--- src/rtl/fifo_pkg.sv ---
// Shared sizing helpers for the flexible FIFO: ceiling log2 and the derived
// widths of the occupancy counter and the ring pointers.
package fifo_pkg;

    function automatic int clog2(input int value);
        int w;
        w = 0;
        for (int v = value - 1; v > 0; v = v >> 1) begin
            w = w + 1;
        end
        return w;
    endfunction

    // The counter must hold the value L itself, so it needs clog2(L+1) bits.
    function automatic int count_width(input int depth);
        return clog2(depth + 1);
    endfunction

    function automatic int ptr_width(input int depth);
        return (clog2(depth) < 1) ? 1 : clog2(depth);
    endfunction

endpackage

--- src/rtl/fifo_ptr.sv ---
// Ring pointer for a FIFO of L entries: advances on inc, wraps from L-1 to 0,
// and returns to 0 on a synchronous clr.
module fifo_ptr
    import fifo_pkg::*;
#(
    parameter int L = 4
) (
    input  logic                    clk,
    input  logic                    rstn,
    input  logic                    inc,
    input  logic                    clr,
    output logic [ptr_width(L)-1:0] ptr
);

    localparam int PW = ptr_width(L);
    localparam logic [PW-1:0] LAST = PW'(L - 1);

    // Explicit wrap compare so non-power-of-two depths never reach index L.
    always_ff @(posedge clk or negedge rstn) begin
        if (!rstn) begin
            ptr <= '0;
        end else if (clr) begin
            ptr <= '0;
        end else if (inc) begin
            ptr <= (ptr == LAST) ? '0 : ptr + 1'b1;
        end
    end

endmodule

--- src/rtl/fifo_flex.sv ---
// Ring-buffer FIFO with req/ack handshakes on both sides, optional fall-through
// when empty, synchronous flush and almost-full / almost-empty flags.
module fifo_flex
    import fifo_pkg::*;
#(
    parameter int DW     = 8,
    parameter int L      = 4,
    parameter int BYPASS = 0,
    parameter int AF_TH  = L - 1,
    parameter int AE_TH  = 1
) (
    input  logic                      clk,
    input  logic                      rstn,
    input  logic                      flush,
    input  logic [DW-1:0]             d_in,
    input  logic                      req_in,
    output logic                      ack_in,
    output logic [DW-1:0]             d_out,
    output logic                      req_out,
    input  logic                      ack_out,
    output logic [count_width(L)-1:0] count,
    output logic                      afull,
    output logic                      aempty
);

    localparam int CW = count_width(L);
    localparam int PW = ptr_width(L);
    localparam logic [CW-1:0] FULL_LVL = CW'(L);
    localparam logic [CW-1:0] AF_LVL   = CW'(AF_TH);
    localparam logic [CW-1:0] AE_LVL   = CW'(AE_TH);

    logic [DW-1:0] mem [L];
    logic [PW-1:0] wp;
    logic [PW-1:0] rp;
    logic          empty;
    logic          bypass_mode;
    logic          push_xfer;
    logic          pop_xfer;
    logic          push_st;
    logic          pop_st;

    assign empty       = (count == '0);
    assign bypass_mode = (BYPASS != 0) && empty;

    // ack_in looks only at the count register, never at ack_out, so a full
    // FIFO refuses a write even in a cycle where a pop frees an entry.
    assign ack_in  = (count != FULL_LVL) & ~flush;
    assign req_out = bypass_mode ? (req_in & ~flush) : (~empty & ~flush);
    assign d_out   = bypass_mode ? d_in : mem[rp];

    assign push_xfer = req_in & ack_in;
    assign pop_xfer  = req_out & ack_out;

    // A word that falls straight through in bypass mode touches no storage.
    assign push_st = push_xfer & ~(bypass_mode & pop_xfer);
    assign pop_st  = pop_xfer & ~bypass_mode;

    assign afull  = (count >= AF_LVL);
    assign aempty = (count <= AE_LVL);

    fifo_ptr #(.L(L)) u_wp (
        .clk  (clk),
        .rstn (rstn),
        .inc  (push_st),
        .clr  (flush),
        .ptr  (wp)
    );

    fifo_ptr #(.L(L)) u_rp (
        .clk  (clk),
        .rstn (rstn),
        .inc  (pop_st),
        .clr  (flush),
        .ptr  (rp)
    );

    always_ff @(posedge clk or negedge rstn) begin
        if (!rstn) begin
            count <= '0;
        end else if (flush) begin
            count <= '0;
        end else begin
            case ({push_st, pop_st})
                2'b10:   count <= count + 1'b1;
                2'b01:   count <= count - 1'b1;
                default: count <= count;
            endcase
        end
    end

    // Storage is deliberately left out of reset; only the pointers matter.
    always_ff @(posedge clk) begin
        if (push_st) begin
            mem[wp] <= d_in;
        end
    end

endmodule

--- config.mk ---
export PLATFORM = sky130hd
export DESIGN_NAME = fifo_flex
export DESIGN_NICKNAME = d
export VERILOG_FILES = /design/src/rtl/fifo_pkg.sv /design/src/rtl/fifo_ptr.sv /design/src/rtl/fifo_flex.sv
export SDC_FILE = /design/constraint.sdc
export NUM_CORES = 1
export LEC_CHECK = 0
export CORE_MARGIN = 2
export CORE_UTILIZATION = 35
export CTS_CLUSTER_SIZE = 40
export DETAILED_ROUTE_END_ITERATION = 7
export GPL_TIMING_DRIVEN = 0
export PLACE_DENSITY = 0.64
export SETUP_SLACK_MARGIN = 0.05
export SYNTH_ARGS = -nofsm -noshare
export SYNTH_HDL_FRONTEND = slang
export SYNTH_SLANG_ARGS = --single-unit
--- constraint.sdc ---
create_clock -name clk -period 2.2 [get_ports clk]
set_clock_uncertainty 0.2 [all_clocks]
set_input_delay 0.22 -clock clk [delete_from_list [all_inputs] [get_ports clk]]
set_output_delay 0.22 -clock clk [all_outputs]
set_load 0.005 [all_outputs]
==> results.yml, run 1 <==
sta:
  relSlewSlack_pct: 70.01
  setup_slack_ps: 142.7
  setup_tns_ps: 0
  setup_viol: 0
  fin_crit_sh_pct: 93.51
  timing.hold.ws_ps: 14.34
  hold_viol_final: 0
  rsz0062_at_grt: "false"
  max_freq_mhz: 486.1
  drv_slew: 0
  worst_pin_slew_ps: 449.9
  fin_crit_ps: 2057
synth:
  synth_top_family_by_area: "multiplexers"
  synth_top_cell_by_area: "edfxtp_1"
  synthXorXnorAreaFrac_pct: 2.029
  synth_seq_area_share_pct: 65.80
  synth_simple_gate_area_share_pct: 7.029
  synth-compound-area-share_pct: 4.348
  muxShareOfSynthArea_pct: 11.09
  ys_top_cells_by_area: "edfxtp_1, mux4_2, dfrtp_1"
  syn_area_mm2: 0.001727
  synth_nets: 126
  ys_ff_latch: 39
  synth_top_area_share_pct: 55.65
  synth_fa_ha_area_share_pct: 7.174
  netlist_instances: 104
  synth_cell_types: 29
  syn_area_per_cell_um2: 16.60
  synth_warnings: 0
grt:
  grt_max_degree: 14
  grt_pass1_vias: 1087
  antenna_found_initial: 0
  grt_util_all_layers_pct: 13.49
  gr-total-overflow: 0
  grt_first_pass_wirelength_um: 5354
clock_network:
  cts_buffers: 5
  root_buffer: "clkbuf_8"
  clockBufferDepth: 2
  htree_levels: 2
  clock_sinks: 39
  clkTransAtPathRegs_ps: 70
  insertion_delay_ps: 280
  hold_buffers: 0
  cts_tree: "done"
critical_path:
  cp.required_ps: 1780
  cp_cell_sequence: "buf_4, ha_1, ha_1, nor2_1, o21ai_0, dlygate4sd2_1"
  worst-path-buf-inv: 2
  cp-end-kind: "output pin"
  cp.arrival_ps: 1640
  startpoint_type: "register"
  reg2reg_slack_ps: 340
  cp_slowest_stage_delay_ps: 410
  crit_fanout: 4
  critPathKind: "reg -> out"
  slowest_stage: "dfrtp_1"
  cp_top_family: "buffers and inverters"
  cp_common_cell: "ha_1"
final_layout:
  final_nets: 163
  n_antenna_cell: 0
  stdcell_count: 209
  drive_above_1_share_pct: 21.13
  area_growth_pct: 30.87
floorplan:
  die_y_um: 74.24
  row_count: 25
  io_pins: 28
  die_w_um: 74.24
  fp.dieArea_mm2: 0.005511
  initial_core_util_pct: 36.32
  core_area_mm2: 0.004755
pwr:
  power_mw: 2.547
  power.leakage_nw: 0.8423
  pwr_density_cell_mw_per_mm2: 1127
  vdd_drop_max_mv: 0.5336
placement:
  dp_hpwl_um: 2202
  gp_congestion: 0.8756
  io_buffers: 27
  dp_cells: 198
  place_ws_ps: 78.97
route:
  detail-route-antenna-nets: 0
  drc: 0
  detail_route.wl_per_cell_um: 15.17
  drt_iter0_drc: 77
  firstDrtPassIters: 4
  via_per_inst: 4.823
  via_count: 1008
  routed_wl_um: 3170
outcome:
  outcome: "finished, final reports clean"
run:
  cap_violations: 0
min_path:
  hold_class: "in -> async"
[report_power, final]
group	internal, mW	total (mW)	switching (mW)
clock	0.452	0.701	0.249
combinational	0.523	0.901	0.379
sequential	0.881	0.945	0.0635
[layer usage]
metal | up-vias | routed length [um] | global-route usage (%)
li1 | 467 | - | -
met5 | - | 0 | 0
met3 | 5 | 183 | 4.336
met2 | 33 | 1607 | 23.02
met1 | 503 | 1329 | 16.15
met4 | 0 | 50 | 4.762
[kinds of logic after synthesis]
| family | count (synthesis) |
|---|---|
| muxes | 9 |
| AOI/OAI and AO/OA | 11 |
| xor gates and xnor gates | 4 |
| buffers and inverters | 9 |
| DFF | 39 |
| adders and majority gates | 10 |
| and+or+nand+nor | 22 |
[layout make-up]
class                           instances  area [um^2]
Fill cell                             441         2495
Sequential cell                        39         1136
Multi-Input combinational cell         56        559.3
Timing Repair Buffer                   31        294.0
Tap cell                               67        83.83
Clock buffer                            5        68.82
Clock inverter                          3        67.56
Buffer                                  3        31.28
Inverter                                5        18.77
[placed cells by master, fill, tap and decap left out, drive strengths merged, types with 4 or more instances in the layout]
cell type       n
and3            4
dfrtp           7
inv             5
buf             7
clkbuf          5
edfxtp         32
ha              9
clkdlybuf4s50  16
nor2            7
mux4            8
a211oi          4
dlygate4sd2     9
[synthesized netlist by cell type]
cell / n
a211oi_1: 4
a21oi_1: 2
and2_2: 1
and2_4: 1
and3_1: 4
buf_2: 2
buf_6: 1
clkbuf_1: 1
dfrtp_1: 7
edfxtp_1: 32
ha_1: 9
inv_1: 5
maj3_2: 1
mux2_1: 1
mux4_2: 8
nand2_1: 3
nand2b_1: 1
nand2b_4: 1
nand3_1: 1
nor2_1: 7
nor2b_1: 1
nor3_1: 1
o21ai_0: 1
o21ai_1: 1
o311a_1: 1
o31ai_1: 2
or3_1: 1
xnor2_1: 3
xor2_1: 1
[registers in the layout, indices dropped and copies added, names as in the netlist]
register / count
u_wp.ptr: 2
mem: 32
u_rp.ptr: 2
count: 3
[stage by stage]
step / util (%) / instance area [um^2]
floorplan: - / 1727
global placement: 43.76 / 2081
detailed placement: 43.76 / 2081
CTS: 47.26 / 2247
global route: 47.53 / 2260
finish: 47.53 / 2260
[final timing paths]
check                            startpoint           to  cells past startpoint
worst max-delay path               count[1]        afull                      6
worst min-delay path                   rstn     count[0]                      1
max in group asynchronous              rstn  u_rp.ptr[1]                      1
min in group clk                    d_in[5]    mem[1][5]                      1
worst max register to register     count[0]     count[0]                      7
worst min register to register  u_wp.ptr[0]  u_wp.ptr[0]                      2
[timing repair]
| item | 4_1_cts | 5_1_grt |
|---|---|---|
| endpoints found under the setup margin | 12 | 3 |
| buffers inserted | 3 | 1 |
| gates resized for setup | 16 | 2 |
| pin swaps | 0 | 0 |
Power figures use the tool's default switching activity.
==> run 2: changes to the inputs <==
--- a/config.mk
+++ b/config.mk
@@ -5,13 +5,17 @@
 export SDC_FILE = /design/constraint.sdc
 export NUM_CORES = 1
 export LEC_CHECK = 0
+export CELL_PAD_IN_SITES_DETAIL_PLACEMENT = 1
+export CELL_PAD_IN_SITES_GLOBAL_PLACEMENT = 2
 export CORE_MARGIN = 2
 export CORE_UTILIZATION = 35
+export CTS_BUF_LIST = sky130_fd_sc_hd__clkbuf_8
 export CTS_CLUSTER_SIZE = 40
 export DETAILED_ROUTE_END_ITERATION = 7
 export GPL_TIMING_DRIVEN = 0
-export PLACE_DENSITY = 0.64
+export PLACE_DENSITY = 0.81
 export SETUP_SLACK_MARGIN = 0.05
 export SYNTH_ARGS = -nofsm -noshare
 export SYNTH_HDL_FRONTEND = slang
 export SYNTH_SLANG_ARGS = --single-unit
+export TNS_END_PERCENT = 50
==> results.yml, run 2 (synthesis results as in run 1) <==
outcome:
  outcome: "finished, final reports clean"
pwr:
  vdd_drop_max_mv: 0.5412
  pwr_density_cell_mw_per_mm2: 1048
  pwr-share-comb_pct: 38.8
  internal_power_mw: 1.622
  p_sw_mw: 0.6915
  p_sw_share_pct: 29.89
  seq_power_share_pct: 40.8
  p_clk_share_pct: 20.4
  power.leakage_nw: 0.8114
grt:
  top_usage_layer: "met2"
  grt_util_met2_pct: 24.01
  grt_use_met3_pct: 3.523
  antenna_found_initial: 0
  grt_pass1_vias: 1094
  grt_first_pass_wirelength_um: 5306
  grt_use_met1_pct: 15.75
  grt_util_all_layers_pct: 13.39
  gr-total-overflow: 0
  grt_max_degree: 14
critical_path:
  cp.depth: 6
  cp_top_family: "buffers and inverters"
  reg2reg_from: "count[1]"
  cp_slowest_stage_delay_ps: 400
  reg2reg_to: "count[1]"
  worst-path-buf-inv: 2
  cp_common_cell: "ha_1"
  cp_cell_sequence: "buf_4, ha_1, ha_1, nor2_1, o21ai_0, dlygate4sd2_1"
  crit_fanout: 4
  critPathKind: "reg -> out"
  cp.required_ps: 1780
  cp-end-kind: "output pin"
  cp.arrival_ps: 1620
  reg2reg_slack_ps: 340
  cp-startpoint: "count[1]"
  slowest_stage: "dfrtp_1"
  r2r_cells: 7
  startpoint_type: "register"
clock_network:
  clockBufferDepth: 2
  cts_buffers: 5
  clock_sinks: 39
  cts_tree: "done"
  htree_levels: 2
  root_buffer: "clkbuf_8"
  insertion_delay_ps: 290
  clkTransAtPathRegs_ps: 80
route:
  drc: 0
  via_count: 980
  detail_route.wl_per_cell_um: 15.84
  firstDrtPassIters: 4
  drt_iter0_drc: 22
  routed_wl_um: 3311
  via_per_inst: 4.689
  detail-route-antenna-nets: 0
sta:
  hold_viol_final: 0
  setup_slack_ps: 156.0
  relSlewSlack_pct: 68.78
  setup_viol: 0
  setup_tns_ps: 0
  max_freq_mhz: 489.2
  drv_slew: 0
  worst_pin_slew_ps: 468.4
  timing.hold.ws_ps: 2.254
  fin_crit_ps: 2044
  fin_crit_sh_pct: 92.91
  rsz0062_at_grt: "false"
run:
  cap_violations: 0
placement:
  dp_cells: 198
  gp_congestion: 0.7281
  place_ws_ps: 109.4
  dp_hpwl_um: 2345
  io_buffers: 27
floorplan:
  die_y_um: 74.24
  core_area_mm2: 0.004755
  row_count: 25
  die_w_um: 74.24
  fp.dieArea_mm2: 0.005511
  io_pins: 28
  initial_core_util_pct: 36.32
final_layout:
  stdcell_count: 209
  final_nets: 163
  drive_above_1_share_pct: 21.13
  area_growth_pct: 27.90
  top_regs: "mem (32), count (3)"
  largest_register: "mem"
  n_antenna_cell: 0
  largest_reg_flops: 32
  final_cell_mix: "edfxtp_1, clkdlybuf4s50_1, dlygate4sd2_1"
  layout_commonest_cell: "edfxtp_1"
min_path:
  hold_class: "in -> async"
run 2: cell type report:
type                            count  area, um^2
Buffer                              3       31.28
Tap cell                           67       83.83
Clock buffer                        5       68.82
Clock inverter                      3       20.02
Inverter                            5       18.77
Fill cell                         500        2546
Multi-Input combinational cell     56       559.3
Timing Repair Buffer               31       290.3
Sequential cell                    39        1136
run 2: power by group through the flow:
stage	Combinational (mW)	Clock (mW)	Sequential, mW
6_report	0.899	0.471	0.944
5_1_grt	0.996	0.518	0.956
4_1_cts	0.917	0.486	0.942
3_5_place_dp	0.887	0	0.950
3_3_place_gp	0.863	0	0.945
2_1_floorplan	0.516	0	0.939
run 2: repair_timing:
action | CTS | global route
pin swaps | 0 | 0
resized for setup | 15 | 3
setup buffers | 4 | 0
setup endpoints to repair | 11 | 2
hold buffers | 0 | 0
run 2: how the worst max path moves through the flow:
stage / end / slack, ps
after floorplan: count[1] / 260
after global placement: ack_in / 130
final: afull / 160
after detailed placement: d_out[0] / 110
after global routing: afull / 60
after CTS: ack_in / -20
run 2: routing by layer:
| metal | part of all wire (%) | vias to the layer above |
|---|---|---|
| met1 | 43 | 485 |
| met5 | 0 | - |
| met3 | 3.6 | 5 |
| met4 | 1.2 | 0 |
| met2 | 52 | 20 |
| li1 | - | 470 |
run 2: stage by stage:
stage / total power [mW] / area [um^2] / util (%)
2_1_floorplan: 1.456 / 1727 / -
3_3_place_gp: 1.809 / 2081 / 43.76
3_5_place_dp: 1.837 / 2081 / 43.76
4_1_cts: 2.345 / 2206 / 46.39
5_1_grt: 2.470 / 2208 / 46.45
6_report: 2.313 / 2208 / 46.45
